--- src/rtl/mult_pkg.sv ---
// Shared types and helpers for the radix-4 Booth multiplier: FSM states,
// Booth partial-product selects and the iteration count.
package mult_pkg;

  typedef enum logic [1:0] {
    IDLE = 2'd0,
    RUN  = 2'd1,
    DONE = 2'd2
  } state_t;

  typedef enum logic [2:0] {
    SEL_ZERO = 3'd0,
    SEL_P1   = 3'd1,
    SEL_P2   = 3'd2,
    SEL_M1   = 3'd3,
    SEL_M2   = 3'd4
  } booth_sel_t;

  // Two extension bits keep the unsigned path identical to the signed one.
  function automatic int iters(input int width);
    return width / 2 + 1;
  endfunction

  function automatic booth_sel_t booth_recode(input logic [2:0] grp);
    booth_sel_t sel;
    case (grp)
      3'b001, 3'b010: sel = SEL_P1;
      3'b011:         sel = SEL_P2;
      3'b100:         sel = SEL_M2;
      3'b101, 3'b110: sel = SEL_M1;
      default:        sel = SEL_ZERO;
    endcase
    return sel;
  endfunction

endpackage

--- src/rtl/booth_r4_sel.sv ---
// Radix-4 Booth partial-product selector: maps a 3-bit multiplier window
// onto 0, +/-M or +/-2M at accumulator width.
module booth_r4_sel
  import mult_pkg::*;
#(
  parameter int WIDTH = 32
) (
  input  logic              [2:0]       i_grp,
  input  logic signed       [WIDTH+1:0] i_m_ext,
  output logic signed       [WIDTH+3:0] o_addend
);

  logic signed [WIDTH+3:0] w_m1;
  logic signed [WIDTH+3:0] w_m2;
  booth_sel_t              w_sel;

  assign w_m1  = {{2{i_m_ext[WIDTH+1]}}, i_m_ext};
  assign w_m2  = {i_m_ext[WIDTH+1], i_m_ext, 1'b0};
  assign w_sel = booth_recode(i_grp);

  always_comb begin
    o_addend = '0;
    case (w_sel)
      SEL_P1:  o_addend = w_m1;
      SEL_P2:  o_addend = w_m2;
      SEL_M1:  o_addend = -w_m1;
      SEL_M2:  o_addend = -w_m2;
      default: o_addend = '0;
    endcase
  end

endmodule

--- src/rtl/mult_booth_r4.sv ---
// Sequential radix-4 Booth multiplier with start/busy/result_rdy handshake;
// retires two multiplier bits per cycle and holds the last product on out.
module mult_booth_r4
  import mult_pkg::*;
#(
  parameter int WIDTH = 32
) (
  input  logic                 clk,
  input  logic                 reset,
  input  logic                 start,
  input  logic                 is_signed,
  input  logic [WIDTH-1:0]     multiplicand,
  input  logic [WIDTH-1:0]     multiplier,
  output logic                 busy,
  output logic                 result_rdy,
  output logic [2*WIDTH-1:0]   out
);

  localparam int N     = iters(WIDTH);
  localparam int CNT_W = $clog2(N + 1);
  localparam int AW    = WIDTH + 4;
  localparam int PW    = WIDTH + 3;

  state_t                   r_state;
  logic [CNT_W-1:0]         r_cnt;
  logic signed [AW-1:0]     r_a;
  logic [PW-1:0]            r_p;
  logic signed [WIDTH+1:0]  r_m;

  logic signed [AW-1:0]     w_addend;
  logic signed [AW-1:0]     w_sum;
  logic signed [AW-1:0]     w_a_next;
  logic [PW-1:0]            w_p_next;
  logic signed [WIDTH+1:0]  w_m_ext;
  logic [WIDTH+1:0]         w_q_ext;
  logic                     w_last;

  booth_r4_sel #(.WIDTH(WIDTH)) u_sel (
    .i_grp    (r_p[2:0]),
    .i_m_ext  (r_m),
    .o_addend (w_addend)
  );

  assign w_m_ext = {{2{is_signed & multiplicand[WIDTH-1]}}, multiplicand};
  assign w_q_ext = {{2{is_signed & multiplier[WIDTH-1]}}, multiplier};

  // Add the selected term, then shift {A,P} right by two as one signed value.
  assign w_sum    = r_a + w_addend;
  assign w_a_next = w_sum >>> 2;
  assign w_p_next = {w_sum[1:0], r_p[PW-1:2]};
  assign w_last   = (r_cnt == CNT_W'(1));

  always_ff @(posedge clk) begin
    if (reset) begin
      r_state    <= IDLE;
      busy       <= 1'b0;
      result_rdy <= 1'b0;
      out        <= '0;
      r_a        <= '0;
      r_p        <= '0;
      r_m        <= '0;
      r_cnt      <= '0;
    end else begin
      busy       <= 1'b0;
      result_rdy <= 1'b0;
      case (r_state)
        IDLE, DONE: begin
          if (start) begin
            r_state <= RUN;
            busy    <= 1'b1;
            r_a     <= '0;
            r_p     <= {w_q_ext, 1'b0};
            r_m     <= w_m_ext;
            r_cnt   <= CNT_W'(N);
          end else begin
            r_state <= IDLE;
          end
        end
        RUN: begin
          r_a   <= w_a_next;
          r_p   <= w_p_next;
          r_cnt <= r_cnt - 1'b1;
          // Low 2W product bits: top of A above the bits shifted into P.
          if (w_last) begin
            r_state    <= DONE;
            result_rdy <= 1'b1;
            out        <= {w_a_next[WIDTH-3:0], w_p_next[PW-1:1]};
          end else begin
            busy <= 1'b1;
          end
        end
        default: r_state <= IDLE;
      endcase
    end
  end

endmodule
--- config.mk ---
export PLATFORM = sky130hd
export DESIGN_NAME = mult_booth_r4
export DESIGN_NICKNAME = d
export VERILOG_FILES = /design/src/rtl/mult_pkg.sv /design/src/rtl/booth_r4_sel.sv /design/src/rtl/mult_booth_r4.sv
export SDC_FILE = /design/constraint.sdc
export NUM_CORES = 1
export LEC_CHECK = 0
export CAP_MARGIN = 30
export CORE_MARGIN = 3
export CORE_UTILIZATION = 45
export DETAILED_ROUTE_END_ITERATION = 7
export HOLD_SLACK_MARGIN = 0.03
export MAX_ROUTING_LAYER = met4
export PLACE_DENSITY_LB_ADDON = 0.12
export SETUP_SLACK_MARGIN = 0.05
export SLEW_MARGIN = 10
export SYNTH_ARGS = -nofsm -noshare
export SYNTH_HDL_FRONTEND = slang
export SYNTH_SLANG_ARGS = --single-unit
export TNS_END_PERCENT = 20
--- constraint.sdc ---
create_clock -name clk -period 6 [get_ports clk]
set_input_delay 0.6 -clock clk [delete_from_list [all_inputs] [get_ports clk]]
set_output_delay 0.6 -clock clk [all_outputs]
set_load 0.1 [all_outputs]
==> results of run 1 <==
-- sequential cells by signal, summed over array words and instances (netlist names) --
name,flops
r_m,33
out,64
r_p,35
r_state,2
busy,1
r_cnt,5
r_a,34
result_rdy,1
-- stage by stage --
step / hold WS, ns / instance area, µm² / cells / power (µW)
detailed placement: 0.4457 / 11490 / 1682 / 1908
CTS: 0.4561 / 12080 / 1714 / 3033
finish: 0.4533 / 12130 / 1716 / 3020
global route: 0.4773 / 12130 / 1716 / 3160
floorplan: 0.4349 / 10030 / 1355 / 1721
global placement: 0.4420 / 11490 / 1682 / 1903
-- logic make-up after synthesis --
logic type | after synthesis | share of synthesized area [%]
xor gates and xnor gates | 63 | 5.499
AOI/OAI and AO/OA | 444 | 26.80
buffers and inverters | 125 | 4.739
and+or+nand+nor | 504 | 22.61
adders and majority gates | 39 | 4.938
DFF | 175 | 34.92
muxes | 5 | 0.4988
-- layout make-up --
cell class / instances / area, µm² / share of cell area, %
Clock buffer: 17 / 425.4 / 3.508
Sequential cell: 175 / 3503 / 28.89
Inverter: 19 / 71.32 / 0.5882
Multi-Input combinational cell: 1055 / 6085 / 50.18
Timing Repair Buffer: 155 / 1521 / 12.55
Clock inverter: 15 / 168.9 / 1.393
Tap cell: 280 / 350.3 / 2.889
-- path summary, 6_finish.rpt --
path / slack (ns) / from / to / cells after the start
worst max register to register: 0.52 / r_m[0] / r_a[34] / 21
worst max-delay path: 0.52 / r_m[0] / r_a[34] / 21
worst min register to register: 0.45 / out[24] / out[24] / 2
worst min-delay path: 0.45 / out[24] / out[24] / 2
-- worst min-delay path, stage by stage, from the launching register on --
cell and delay [ns]:
sky130_fd_sc_hd__dfxtp_1 0.31, sky130_fd_sc_hd__nand2_1 0.05, sky130_fd_sc_hd__a21oi_1 0.05
-- metal layers --
| metal | vias to the layer above | GRT usage (%) | share of wire, % | wire (µm) |
|---|---|---|---|---|
| met2 | 292 | 39.09 | 48 | 13870 |
| met4 | 0 | 6.294 | 1.9 | 549 |
| met5 | - | - | 0 | 0 |
| li1 | 4934 | - | - | - |
| met1 | 4703 | 32.29 | 45 | 13210 |
| met3 | 36 | 3.310 | 5.1 | 1483 |
-- power by group through the flow --
stage | clock network [µW] | logic [µW] | registers, µW
global placement | 0 | 611 | 1290
finish | 1130 | 625 | 1270
detailed placement | 0 | 615 | 1290
CTS | 1150 | 620 | 1270
global route | 1200 | 688 | 1270
floorplan | 0 | 405 | 1320
-- placed cells by master, fill, tap and decap left out, drive strengths merged, types with 7 or more instances in the layout --
master,count
a31oi,11
clkdlybuf4s50,132
nor4,7
a211oi,8
a21o,22
nand3b,10
nor2b,9
or3,16
nand4b,8
inv,27
nand2,276
a21oi,178
nor2,91
or4,14
o21ai,88
nand2b,9
ha,38
xor2,18
a22oi,98
nor3,26
clkbuf,17
xnor2,45
buf,23
dfxtp,175
nand3,14
nand4,12
==> results.md, run 1 <==
* Sequential power share at 42.0%
* Count of different cell masters after synthesis at 61
* Setup violation total in the final timing report at 0
* Proportion of total power due to net switching at 32.71%
* Post-synth top cells: sky130_fd_sc_hd__nand2_1, sky130_fd_sc_hd__a21oi_1, sky130_fd_sc_hd__dfxtp_1
* Number of fill cells at 2,153
* Clk pwr share at 37.3%
* Worst path slowest cell: sky130_fd_sc_hd__a211oi_1
* Total vias in the final route at 9,965
* Transition time at the pin with the least slew margin at 1.026 ns
* Vias in the first global route at 9,293
* Fraction of layout instances using a drive strength above 1 at 5.014%
* Final min period at 5.481 ns
* Syn. warnings at 0
* # port buffers at 133
* Syn_nets at 1,462
* Area overhead of the layout relative to synthesis at 20.85%
* Total routing resource utilization after global routing at 24.26%
* Top cell type's share of synthesized area at 34.92%
* Leakage power summed over all cells at 0.004452 µW
* Critical path start-end classification: register to register
* Vias per cell at 5.807
* Drt drc at 0
* Number of enable flip-flop cells after synthesis at 0
* Drt total wl at 29.11 mm
* Most used cell along the critical path: sky130_fd_sc_hd__a21oi_1
* Initial cell density of the core at 45.83%
* H-tree levels at 4
* Outcome: finished, final reports clean
* Cell at the root of the clock tree: sky130_fd_sc_hd__clkbuf_16
* Final count of pins violating max slew at 0
* Highest net fanout along the worst path at 8
* Crit path arrival time at 5.80 ns
* Max transition margin at 31.39%
* Wire length of the first global-routing pass at 47.44 mm
* # hold bufs at CTS at 0
* Dpl hpwl at 19.72 mm
* Worst path setup slack after routing at 0.5186 ns
* Largest buffer count on any clock path at 2
* Largest vdd supply drop at 0.0001923 V
* CTS tree: done
* Hold/Removal Path Class: register to register
* Setup repair after global routing missed its margin: false
* Post-Syn Area per Cell at 7.405 µm²
* Fin Clk Skew at 0.01051 ns
* Sort of element at the start of the critical path: register
* Number of failing hold endpoints at the final stage at 0
* Post-layout net count at 1,530
* Clock edge transition at the registers on the reported setup and hold paths at 0.07 ns
* DRC violation total after the first TritonRoute iteration at 795
* Worst slack, placed at 0.6304 ns
* Main synth FF type: sky130_fd_sc_hd__dfxtp_1
* Inserted Diodes at 0
* Sum of negative setup slack at 0 ns
* Max_cap viols at 0
* Global route overflow at 0
* Highest attainable clock frequency at 0.1824 GHz
* Cell taking the most area after synthesis: sky130_fd_sc_hd__dfxtp_1
* Dominant cell by count in the synthesized netlist: sky130_fd_sc_hd__nand2_1
* Number of clock buffers inserted by TritonCTS at 17
* Average wire length per cell after detail routing at 16.97 µm
* Switching power at 987.8 µW
* Number of cells produced by synthesis at 1,355
* I/O pin total at 134
* Rows at 54
* Crit share post-route at 91.36%
* Required time of the critical path at 6.31 ns
* Antenna violations before repair at 0
* CTS-repair resized insts at 0
* Pin count of the biggest net entering global routing at 97
* Synth top area cells: sky130_fd_sc_hd__dfxtp_1, sky130_fd_sc_hd__nand2_1, sky130_fd_sc_hd__a21oi_1, sky130_fd_sc_hd__a22oi_1, sky130_fd_sc_hd__ha_1
* Die extent in x at 155.3 µm
* Internal portion of total power at 2032 µW
* Share of flip-flops with an asynchronous set or reset at 0%
* Synth Cell Area at 0.01003 mm²
* Core Util, Final at 55.39%
* Series of cell instances along the critical path: inv_1 -> ha_1 -> or3b_4 -> or4_4 -> or4_4 -> or4_4 -> xor2_1 -> nor2_1 -> a21oi_1 -> a21oi_1 -> a21oi_1 -> ha_1 -> nand2_1 -> nor2_1 -> a211oi_1 -> o211a_1 -> a21oi_1 -> a211oi_1 -> o21ai_0 -> mux2i_1 -> nand4_1
* Initial DRT Pass Iterations at 5
* Antenna Nets Post-Route at 0
* Total buffers and inverters traversed by the critical path at 1
* Portion of the post-synthesis area used by sequential elements at 34.92%
* Synth Register Bits at 175
* Sink count of the clock tree at 175
* Crit path max-delay family: simple AND/OR/NAND/NOR gates
* Latest clock arrival within the worst-skew pair at 0.43 ns
* Setup repair bufs after CTS at 0
* Overall die height at 155.3 µm
* Core Footprint at 0.02189 mm²
* Highest cell delay on the worst timing path at 0.58 ns
* P per Cell Area at 249.1 mW/mm²
* Placer Congestion at 0.9525
* Combinational share of power at 20.7%
* CP Capture Type: register
* Full die area at 0.02412 mm²
Note: power is estimated with default switching activity, not from simulation.
==> inputs of run 2 (changes only) <==
--- a/config.mk
+++ b/config.mk
@@ -13,7 +13,7 @@
 export MAX_ROUTING_LAYER = met4
 export PLACE_DENSITY_LB_ADDON = 0.12
 export SETUP_SLACK_MARGIN = 0.05
-export SLEW_MARGIN = 10
+export SLEW_MARGIN = 20
 export SYNTH_ARGS = -nofsm -noshare
 export SYNTH_HDL_FRONTEND = slang
 export SYNTH_SLANG_ARGS = --single-unit
==> results of run 2 <==
No change in the layout: final DEF, timing and power equal those of run 1.
==> inputs of run 3 (changes only) <==
--- a/config.mk
+++ b/config.mk
@@ -5,7 +5,6 @@
 export SDC_FILE = /design/constraint.sdc
 export NUM_CORES = 1
 export LEC_CHECK = 0
-export CAP_MARGIN = 30
 export CORE_MARGIN = 3
 export CORE_UTILIZATION = 45
 export DETAILED_ROUTE_END_ITERATION = 7
==> run 3 against run 2 <==
Setup slack improved by 0.021 ns. Clock-buffer cell count did not move. First-iteration DRC count rose by 9.7%. Routed wire length fell by 0.16%. Clock power barely moved. Critical path depth did not move. Cell count fell by 0.12%. Power fell by 0.21%. Flip-flop and latch count did not move. Sequential share of layout area rose by 0.10 points. Register-to-register slack improved by 0.02 ns. Critical path type unchanged. Largest cell class unchanged.
==> results.md, run 3 (synthesized netlist as in run 1, its figures left out) <==
* Drt total wl at 29.06 mm
* Total routing resource utilization after global routing at 24.26%
* Fraction of layout instances using a drive strength above 1 at 4.881%
* Critical path start-end classification: register to register
* Dpl hpwl at 19.72 mm
* CP Capture Type: register
* R2r setup slk at 0.54 ns
* Crit share post-route at 91.01%
* Highest cell delay on the worst timing path at 0.59 ns
* P per Cell Area at 249.4 mW/mm²
* Global route overflow at 0
* Post-layout net count at 1,528
* CTS tree: done
* Wire length of the first global-routing pass at 47.44 mm
* Core Footprint at 0.02189 mm²
* Switching power at 984.8 µW
* Antenna Nets Post-Route at 0
* Post-detailed-placement cell area at 0.01149 mm²
* Crit path arrival time at 5.78 ns
* Drt drc at 0
* H-tree levels at 4
* Number of fill cells at 2,161
* Registers with the highest flip-flop counts: out: 64 flops, r_p: 35 flops, r_a: 34 flops
* Most frequent standard cell in the layout excluding fill and tap cells: sky130_fd_sc_hd__nand2_1
* Top register by number of flip-flops: out
* Inserted Diodes at 0
* Overall die height at 155.3 µm
* Clock edge transition at the registers on the reported setup and hold paths at 0.07 ns
* Vias per cell at 5.797
* Proportion of total power due to net switching at 32.68%
* Internal portion of total power at 2029 µW
* Largest buffer count on any clock path at 2
* Commonest cells after routing, fill and taps aside: sky130_fd_sc_hd__nand2_1, sky130_fd_sc_hd__a21oi_1, sky130_fd_sc_hd__dfxtp_1, sky130_fd_sc_hd__clkdlybuf4s50_1, sky130_fd_sc_hd__a22oi_1
* Placer Congestion at 0.9525
* Rows at 54
* Setup repair bufs after CTS at 0
* Largest vdd supply drop at 0.0001919 V
* Area overhead of the layout relative to synthesis at 20.43%
* Most used cell along the critical path: sky130_fd_sc_hd__a21oi_1
* Worst path slowest cell: sky130_fd_sc_hd__a211oi_1
* Fin Clk Skew at 0.01164 ns
* Final min period at 5.461 ns
* Met3 Routed Length at 1.420 mm
* CTS-repair resized insts at 0
* Required time of the critical path at 6.32 ns
* Initial DRT Pass Iterations at 5
* Sequential power share at 42.0%
* Antenna violations before repair at 0
* Initial cell density of the core at 45.83%
* Combinational share of power at 20.6%
* Vias in the first global route at 9,293
* Highest net fanout along the worst path at 8
* Number of clock buffers inserted by TritonCTS at 17
* Max_cap viols at 0
* Highest attainable clock frequency at 0.1831 GHz
* Sum of met2 wire segment lengths after detailed routing at 13.88 mm
* DRC violation total after the first TritonRoute iteration at 872
* Die extent in x at 155.3 µm
* Latest clock arrival within the worst-skew pair at 0.44 ns
* Finished layout cell area at 0.01208 mm²
* Max transition margin at 31.43%
* Core Util, Final at 55.20%
* Metal-1 WL at 13.20 mm
* Full die area at 0.02412 mm²
* Hold/Removal Path Class: register to register
* Clk pwr share at 37.3%
* Final count of pins violating max slew at 0
* # port buffers at 133
* Setup repair after global routing missed its margin: false
* Max reg flops at 64
* Series of cell instances along the critical path: inv_1 -> ha_1 -> or3b_4 -> or4_4 -> or4_4 -> or4_4 -> xor2_1 -> nor2_1 -> a21oi_1 -> a21oi_1 -> a21oi_1 -> ha_1 -> nand2_1 -> nor2_1 -> a211oi_1 -> o211a_1 -> a21oi_1 -> a211oi_1 -> o21ai_0 -> mux2i_1 -> nand4_1
* Highest routed metal layer: met4
* Sum of negative setup slack at 0 ns
* Sink count of the clock tree at 175
* Average wire length per cell after detail routing at 16.96 µm
* Cell at the root of the clock tree: sky130_fd_sc_hd__clkbuf_16
* Sort of element at the start of the critical path: register
* Transition time at the pin with the least slew margin at 1.025 ns
* Outcome: finished, final reports clean
* Total vias in the final route at 9,936
* Pin count of the biggest net entering global routing at 97
* # hold bufs at CTS at 0
* Number of failing hold endpoints at the final stage at 0
* Leakage power summed over all cells at 0.004432 µW
* Setup violation total in the final timing report at 0
* I/O pin total at 134
## run 3: cell type report
cell class	count	area [µm²]	area share, %
Sequential cell	175	3503	28.99
Clock inverter	15	168.9	1.398
Timing Repair Buffer	153	1479	12.24
Tap cell	280	350.3	2.899
Inverter	19	71.32	0.5902
Clock buffer	17	425.4	3.521
Multi-Input combinational cell	1055	6085	50.36
## run 3: critical path: cells and delay by family, from the launching register on
kind	cells	cell delay (ns)
AO/OA/AOI/OAI	8	1.75
XOR/XNOR	1	0.15
adder cells (fa/ha/maj)	2	0.63
buffers and inverters	1	0.09
flip-flops	1	0.35
multiplexers	1	0.22
AND/OR/NAND/NOR	8	2.18
## run 3: routing by layer
layer | global-route usage [%] | up-vias
met2 | 39.09 | 287
met1 | 32.29 | 4690
met5 | - | -
li1 | - | 4922
met3 | 3.310 | 37
met4 | 6.294 | 0
## run 3: final timing paths
check	cells after the start	to	start
setup / recovery	21	r_a[34]	r_m[0]
setup reg to reg	21	r_a[34]	r_m[0]
hold reg to reg	2	out[24]	out[24]
hold / removal	2	out[24]	out[24]
## run 3: metrics by stage
step,setup WS (ns),cells,hold WS [ns],total power (µW)
after floorplan,1.178,1355,0.4349,1721
after global placement,0.7475,1682,0.4420,1903
after detailed placement,0.6304,1682,0.4457,1908
after CTS,0.5906,1714,0.4561,3033
after global routing,0.2178,1714,0.4773,3155
final,0.5393,1714,0.4529,3014
## run 3: power by group through the flow
stage	clock network, µW	registers, µW	logic, µW
2_1_floorplan	0	1320	405
3_3_place_gp	0	1290	611
3_5_place_dp	0	1290	615
4_1_cts	1150	1270	620
5_1_grt	1200	1270	684
6_report	1130	1270	621
